===== src/rtl/id_ex_stage.sv =====
// ID/EX pipeline register with operand forwarding and load-use stall.
// Ports: decode slot (in_valid/in_ready, regs, imm, pc, ctrl),
//        EX/MEM bypass info, flush, ALU-side handshake and operands.
module id_ex_stage (
    input  logic        clk,
    input  logic        reset,
    input  logic        in_valid,
    output logic        in_ready,
    input  logic [4:0]  rs1_addr,
    input  logic [4:0]  rs2_addr,
    input  logic [4:0]  rd_addr,
    input  logic [31:0] rs1_data,
    input  logic [31:0] rs2_data,
    input  logic [31:0] imm,
    input  logic [31:0] pc,
    input  logic [3:0]  alu_op_in,
    input  logic        op1_sel,
    input  logic        op2_sel,
    input  logic        wen_in,
    input  logic [4:0]  ex_rd,
    input  logic        ex_wen,
    input  logic        ex_is_load,
    input  logic [31:0] ex_result,
    input  logic [4:0]  mem_rd,
    input  logic        mem_wen,
    input  logic [31:0] mem_result,
    input  logic        flush,
    input  logic        out_ready,
    output logic        out_valid,
    output logic [31:0] op1,
    output logic [31:0] op2,
    output logic [3:0]  alu_op,
    output logic [4:0]  rd_out,
    output logic        wen_out,
    output logic [31:0] pc_out
);

    logic        out_valid_q, out_valid_d;
    logic        wen_q, wen_d;
    logic [31:0] op1_q, op1_d;
    logic [31:0] op2_q, op2_d;
    logic [3:0]  alu_op_q, alu_op_d;
    logic [4:0]  rd_q, rd_d;
    logic [31:0] pc_q, pc_d;

    logic        rs1_used, rs2_used;
    logic        hazard;
    logic        capture;
    logic [31:0] rs1_fwd, rs2_fwd;

    // EX wins over MEM; a load in EX has no value yet, so it is
    // never a bypass source (the stall covers that case).
    function automatic logic [31:0] resolve(
        input logic [4:0]  addr,
        input logic [31:0] rf_data
    );
        logic [31:0] r;
        r = rf_data;
        if (addr != 5'd0) begin
            if (ex_wen && !ex_is_load && addr == ex_rd)
                r = ex_result;
            else if (mem_wen && addr == mem_rd)
                r = mem_result;
        end
        return r;
    endfunction

    always_comb begin
        rs1_used = !op1_sel;
        rs2_used = !op2_sel;
        rs1_fwd  = resolve(rs1_addr, rs1_data);
        rs2_fwd  = resolve(rs2_addr, rs2_data);
        hazard   = in_valid && ex_is_load && ex_wen
                 && (ex_rd != 5'd0)
                 && ((rs1_used && rs1_addr == ex_rd)
                  || (rs2_used && rs2_addr == ex_rd));
        in_ready = !reset && !hazard && !flush
                 && (!out_valid_q || out_ready);
        capture  = in_valid && in_ready;
    end

    always_comb begin
        out_valid_d = out_valid_q;
        wen_d       = wen_q;
        op1_d       = op1_q;
        op2_d       = op2_q;
        alu_op_d    = alu_op_q;
        rd_d        = rd_q;
        pc_d        = pc_q;
        if (reset) begin
            out_valid_d = 1'b0;
            wen_d       = 1'b0;
            op1_d       = '0;
            op2_d       = '0;
            alu_op_d    = '0;
            rd_d        = '0;
            pc_d        = '0;
        end else if (flush) begin
            out_valid_d = 1'b0;
            wen_d       = 1'b0;
        end else if (capture) begin
            out_valid_d = 1'b1;
            wen_d       = wen_in;
            op1_d       = op1_sel ? pc : rs1_fwd;
            op2_d       = op2_sel ? imm : rs2_fwd;
            alu_op_d    = alu_op_in;
            rd_d        = rd_addr;
            pc_d        = pc;
        end else if (out_valid_q && out_ready) begin
            // consumed with nothing behind it: bubble
            out_valid_d = 1'b0;
            wen_d       = 1'b0;
        end
    end

    always_ff @(posedge clk) begin
        out_valid_q <= out_valid_d;
        wen_q       <= wen_d;
        op1_q       <= op1_d;
        op2_q       <= op2_d;
        alu_op_q    <= alu_op_d;
        rd_q        <= rd_d;
        pc_q        <= pc_d;
    end

    assign out_valid = out_valid_q;
    assign wen_out   = wen_q;
    assign op1       = op1_q;
    assign op2       = op2_q;
    assign alu_op    = alu_op_q;
    assign rd_out    = rd_q;
    assign pc_out    = pc_q;

endmodule


===== config.mk =====
export PLATFORM = sky130hd
export DESIGN_NAME = id_ex_stage
export DESIGN_NICKNAME = d
export VERILOG_FILES = /design/src/rtl/id_ex_stage.sv
export SDC_FILE = /design/constraint.sdc
export NUM_CORES = 1
export LEC_CHECK = 0
export ABC_AREA = 1
export CORE_AREA = 2 2 185 187
export DETAILED_ROUTE_END_ITERATION = 8
export DIE_AREA = 0 0 187 189
export GPL_TIMING_DRIVEN = 0
export PLACE_DENSITY = 0.62
export SYNTH_ARGS = -nofsm -noshare
export SYNTH_HDL_FRONTEND = slang
export SYNTH_SLANG_ARGS = --single-unit
export TNS_END_PERCENT = 20

===== constraint.sdc =====
create_clock -name clk -period 3.28 [get_ports clk]
set_input_delay 0.656 -clock clk [delete_from_list [all_inputs] [get_ports clk]]
set_output_delay 0.656 -clock clk [all_outputs]
set_load 0.005 [all_outputs]

# Word-level counts from Yosys, hierarchy flattened
# Index checks and enable logic that the tools add are counted.
[word_totals]
output_inout_bits = 108
input_bits = 232
elab_cells = 54
ff_bits = 107
[classes]
n_eq_ne = 4
n_reduce_logical = 31
bitwise = 1
muxes = 11
[op_table]
columns = ["cell", "count"]
rows = [
  ["$mux W32", 8],
  ["$eq A5 B5 Y1", 4],
  ["$logic_and A1 B1 Y1", 16],
  ["$reduce_bool A5 Y1", 3],
  ["$logic_not A1 Y1", 7],
  ["$mux W1", 3],
  ["$logic_or A1 B1 Y1", 2],
  ["$reduce_and A2 Y1", 1],
  ["$reduce_bool A2 Y1", 1],
  ["$reduce_or A2 Y1", 1],
  ["$not A1 Y1", 1],
]

# Depth between registers and ports, before layout
[logic_depth]
ltp_word = 10
ltp_mapped = 13
mapped_depth_nobuf = 11

# Worst setup path before layout
# Ideal clock, no wire load.
[synth_timing]
path_kind = "in2out"
startpoint = "input port op2_sel"
endpoint = "output port in_ready"
required_time_ps = 2624
t_arrival_ps = 1313
setup_slack_ps = 1311
path_buffers = 1
cell_stages = 7
cell_sequence = "clkbuf_1 -> inv_1 -> nand4_1 -> nand2_1 -> nand2_2 -> nand2_1 -> nor2_1"
[synth_between]
elab_chain_cells = 8
[synth_rtl]
columns = ["element", "line", "rtl"]
rows = [
  ["start, declared", "18", "input logic op2_sel,"],
  ["$logic_not A1 Y1", "70", "rs2_used = !op2_sel;"],
  ["$logic_and A1 B1 Y1", "76", "|| (rs2_used && rs2_addr == ex_rd));"],
  ["$logic_or A1 B1 Y1", "76", ""],
  ["$logic_and A1 B1 Y1", "75", "&& ((rs1_used && rs1_addr == ex_rd)"],
  ["$logic_not A1 Y1", "77", "in_ready = !reset && !hazard && !flush"],
  ["$logic_and A1 B1 Y1 (2 in a row)", "77", ""],
  ["$logic_and A1 B1 Y1", "78", "&& (!out_valid_q || out_ready);"],
  ["end, declared", "8", "output logic in_ready,"],
]
# Every way passes these cells.

# Worst setup path after layout
[layout_timing]
startpoint = "input port ex_rd[1]"
endpoint = "output port in_ready"
[layout_between]
elab_chain_cells = 8
elab_cells_between_ends = 12
cone_classes = "2 x eq/ne; 10 x reduce/logical"
[layout_rtl]
columns = ["element", "line", "rtl"]
rows = [
  ["start, declared", "20", "input logic [4:0] ex_rd,"],
  ["$eq A5 B5 Y1 (on tied branches)", "75, 76", ""],
  ["$logic_and A1 B1 Y1 (on tied branches)", "75, 76", ""],
  ["$logic_or A1 B1 Y1", "76", ""],
  ["$logic_and A1 B1 Y1 *", "75", ""],
  ["$logic_not A1 Y1 *", "77", ""],
  ["$logic_and A1 B1 Y1 * (2 in a row)", "77", ""],
  ["$logic_and A1 B1 Y1 *", "78", ""],
]
# Mark *: on every way between the ends. The rest lies on a longest branch, timed or not.

==> summary.md <==
| Metric | Value |
|---|---|
| Hold buffer count at CTS | `0` |
| Part of the power in registers | `36.9%` |
| First-pass GRT wire length | `59.5 mm` |
| Vias | `10700` |
| DR pass1 iterations | `6` |
| Sw Ratio | `30.6%` |
| Worst setup path end | `in_ready` |
| Max cap viols | `0` |
| Clk pwr share | `33.5%` |
| Worst Path Max Fanout | `3` |
| Status | `finished clean` |
| Layout filler cell count | `3658` |
| Internal power | `2.64 mW` |
| Die area | `35300 um2` |
| CP top delay family | `buffers and inverters` |
| Xor/xnor share of the synthesized area | `0.212%` |
| Synth Area in Compound Gates | `4.24%` |
| Largest net degree at the start of global routing | `18` |
| RSZ-0062 raised after global routing | `false` |
| Ports | `340` |
| Fin nets | `2127` |
| Crit path kind | `input port to output pin` |
| Flop-to-flop setup slack | `1.56 ns` |
| CP startpoint kind | `input port` |
| Worst path arrival time | `2.52 ns` |
| Syn-to-layout area delta | `52.0%` |
| Dominant cell type by area after synthesis | `dfxtp_1` |
| Worst path slowest cell | `clkdlybuf4s50_1` |
| Ys Warns | `0` |
| GR Overflow Total | `0` |
| TNS Setup | `0 ns` |
| Max VDD drop | `0.251 mV` |
| Commonest non-fill, non-tap cell in the layout | `nand2_1` |
| Switching power | `1.16 mW` |
| Most frequent cells in the layout | `nand2_1 (467), clkdlybuf4s50_1 (335), nand3_1 (326)` |
| Largest cells by area after synthesis | `dfxtp_1 (26%), nand2_1 (21%), nand3_1 (20%)` |
| Synth Area in Adders | `0%` |
| Worst r2r path cells | `8` |
| CTS sink cnt | `107` |
| Via density | `4.53` |
| WP depth | `11` |
| Core area | `33300 um2` |
| Final period util | `96.7%` |
| Initial antenna violation count | `12` |
| Simple-gate share of the synthesized area | `49.7%` |
| Largest family of logic cells by synthesized area | `simple AND/OR/NAND/NOR gates` |
| Die width | `187 um` |
| Root buffer cell | `clkbuf_16` |
| CP Cell Sequence | `clkdlybuf4s50_1 > inv_1 > nand2_1 > nand2_1 > nor2_1 > nand4_1 > nand2_1 > nand2_2 > nand2_1 > nor2_1 > clkdlybuf4s50_1` |
| Largest stage delay on the critical path | `0.53 ns` |
| R2r endpoint | `pc_out[8]$_SDFFE_PP0P_` |
| Achievable Freq | `315 MHz` |
| Layout Skew | `0.00716 ns` |
| Final setup violation count | `0` |
| Min-Delay Path Class | `flop to flop` |
| Remaining DRCs | `0` |
| Synth Register Bits | `107` |
| Synth Area per Inst | `5.35 um2` |
| Post-synth top area share | `25.9%` |
| Sequential-to-total area share from yosys stat | `25.9%` |
| Clk slew on worst S/H paths | `0.08 ns` |
| Routed wire per std cell | `16.8 um` |
| Vias in the first global route | `10400` |
| Least-Margin Pin Slew | `0.800 ns` |
| DR iter-0 viols | `749` |
| Initial core utilization | `24.9%` |
| Post-Syn Nets | `1779` |
| WL final | `39.4 mm` |
| Slew Limit Fails | `0` |
| H-Tree Depth | `3` |
| Max-slew headroom | `46.7%` |
| Cell mode on critical path | `nand2_1` |
| Syn Inst Count | `1547` |
| Layout cells sized above 1 | `4.37%` |
| Clk Latency, worst-skew pair | `0.37 ns` |
| GPL Wtd Cong | `0.884` |
| PortBufs | `337` |
| Post-synth cell types | `21` |
| Comb power frac | `29.6%` |
| Mapped Area | `8270 um2` |
| Buf/Inv on CP | `3` |
| CTS tree | `yes` |
| HPWL after detailed placement | `31.8 mm` |
| Mux cell area share after synthesis | `0%` |
| CP required | `2.62 ns` |
| Final Hold Fails | `0` |
| Rows | `67` |
| RR Startpoint | `out_valid$_SDFFE_PP0P_` |
| Min Tclk post-route | `3.17 ns` |
| Pwr Total | `3.80 mW` |
| GR Util All Layers | `21.9%` |
| CTS max path bufs | `2` |
| P per Cell Area | `302 nW/um2` |
| CTS Buf Count | `9` |
| Hold Path Stages | `4` |
| Critical Path Sink Type | `output pin` |
| P_leak | `6.59 nW` |
| Die height | `189 um` |
| CP Launch Point | `ex_rd[1]` |
| DRT antenna net count | `0` |
worst min path at each step:
stage / start / end / slack [ns]
floorplan: alu_op[0]$_SDFFE_PP0P_ / alu_op[0]$_SDFFE_PP0P_ / 0.51
global route: pc_out[0]$_SDFFE_PP0P_ / pc_out[0]$_SDFFE_PP0P_ / 0.53
detailed placement: pc_out[0]$_SDFFE_PP0P_ / pc_out[0]$_SDFFE_PP0P_ / 0.50
finish: pc_out[0]$_SDFFE_PP0P_ / pc_out[0]$_SDFFE_PP0P_ / 0.51
CTS: pc_out[0]$_SDFFE_PP0P_ / pc_out[0]$_SDFFE_PP0P_ / 0.51
global placement: rd_out[3]$_SDFFE_PP0P_ / rd_out[3]$_SDFFE_PP0P_ / 0.50
power by group through the flow:
stage / sequential (mW) / combinational, mW / clock (mW)
finish: 1.40 / 1.12 / 1.27
global route: 1.41 / 1.24 / 1.36
CTS: 1.40 / 1.13 / 1.32
detailed placement: 1.43 / 1.12 / 0
global placement: 1.43 / 1.11 / 0
floorplan: 1.44 / 0.479 / 0
what timing repair did:
item	CTS	global route
setup buffers	0	0
endpoints found under the setup margin	0	1
gates resized for setup	0	3
kinds of logic (layout without fill, tap and decap cells):
family                 count (synthesis)  in the layout
XOR/XNOR                               2              2
other                                  0              7
flip-flops                           107            107
AND/OR/NAND/NOR                      971            971
AO/OA/AOI/OAI                         70             70
buffers and inverters                397            750
state kept, by name, indices dropped and copies added, names as in the netlist:
signal and count:
op2 32, rd_out 5, op1 32, alu_op 4, out_valid 1, wen_out 1, pc_out 32
worst reg2reg max path: stages (launching register included):
cell     delay (ns)
dfxtp_1        0.33
inv_1          0.05
nor2_1         0.05
nor2_1         0.32
nand3_4        0.19
buf_4          0.25
buf_4          0.20
nor2_1         0.15
nor2_1         0.07
layer usage:
metal	share of wire [%]	global-route usage [%]	routed length [um]
met1	43	27.7	16900
met2	46	36.0	18000
met3	7.7	4.80	3050
met4	3.7	9.37	1440
met5	0.20	0	77
cells in the mapped netlist:
| cell type | n |
|---|---|
| a21oi_1 | 69 |
| buf_1 | 6 |
| buf_2 | 32 |
| buf_4 | 12 |
| buf_6 | 10 |
| clkbuf_1 | 37 |
| clkinv_1 | 1 |
| dfxtp_1 | 107 |
| inv_1 | 293 |
| inv_2 | 6 |
| nand2_1 | 467 |
| nand2_2 | 1 |
| nand3_1 | 326 |
| nand3_4 | 1 |
| nand4_1 | 5 |
| nor2_1 | 166 |
| nor2_4 | 2 |
| nor3_1 | 1 |
| nor3_2 | 2 |
| o21ai_1 | 1 |
| xnor2_1 | 2 |
stage by stage:
stage / hold WS, ns / setup WS, ns / std cells / util, % / area, um2
after floorplan: 0.505 / 1.31 / 1547 / - / 8270
after global placement: 0.497 / 0.0933 / 2332 / 36.7 / 12200
after detailed placement: 0.498 / 0.0959 / 2332 / 36.7 / 12200
after CTS: 0.513 / 0.0971 / 2348 / 37.7 / 12500
after global routing: 0.529 / 0.00281 / 2355 / 37.8 / 12600
final: 0.513 / 0.108 / 2355 / 37.8 / 12600
final cells by class:
cell class              instances  area [um2]  share of cell area, %
multi-input cells            1043        4480                   35.7
repair buffers                337        3380                   26.9
well taps                     448         561                   4.46
diodes                          7        17.5                  0.139
flip-flops and latches        107        2140                   17.0
clock buffers                  11         253                   2.01
inverters                     300        1130                   8.96
clock inverters                 5        83.8                  0.667
plain buffers                  97         524                   4.17
(Power assumes the default switching activity.)
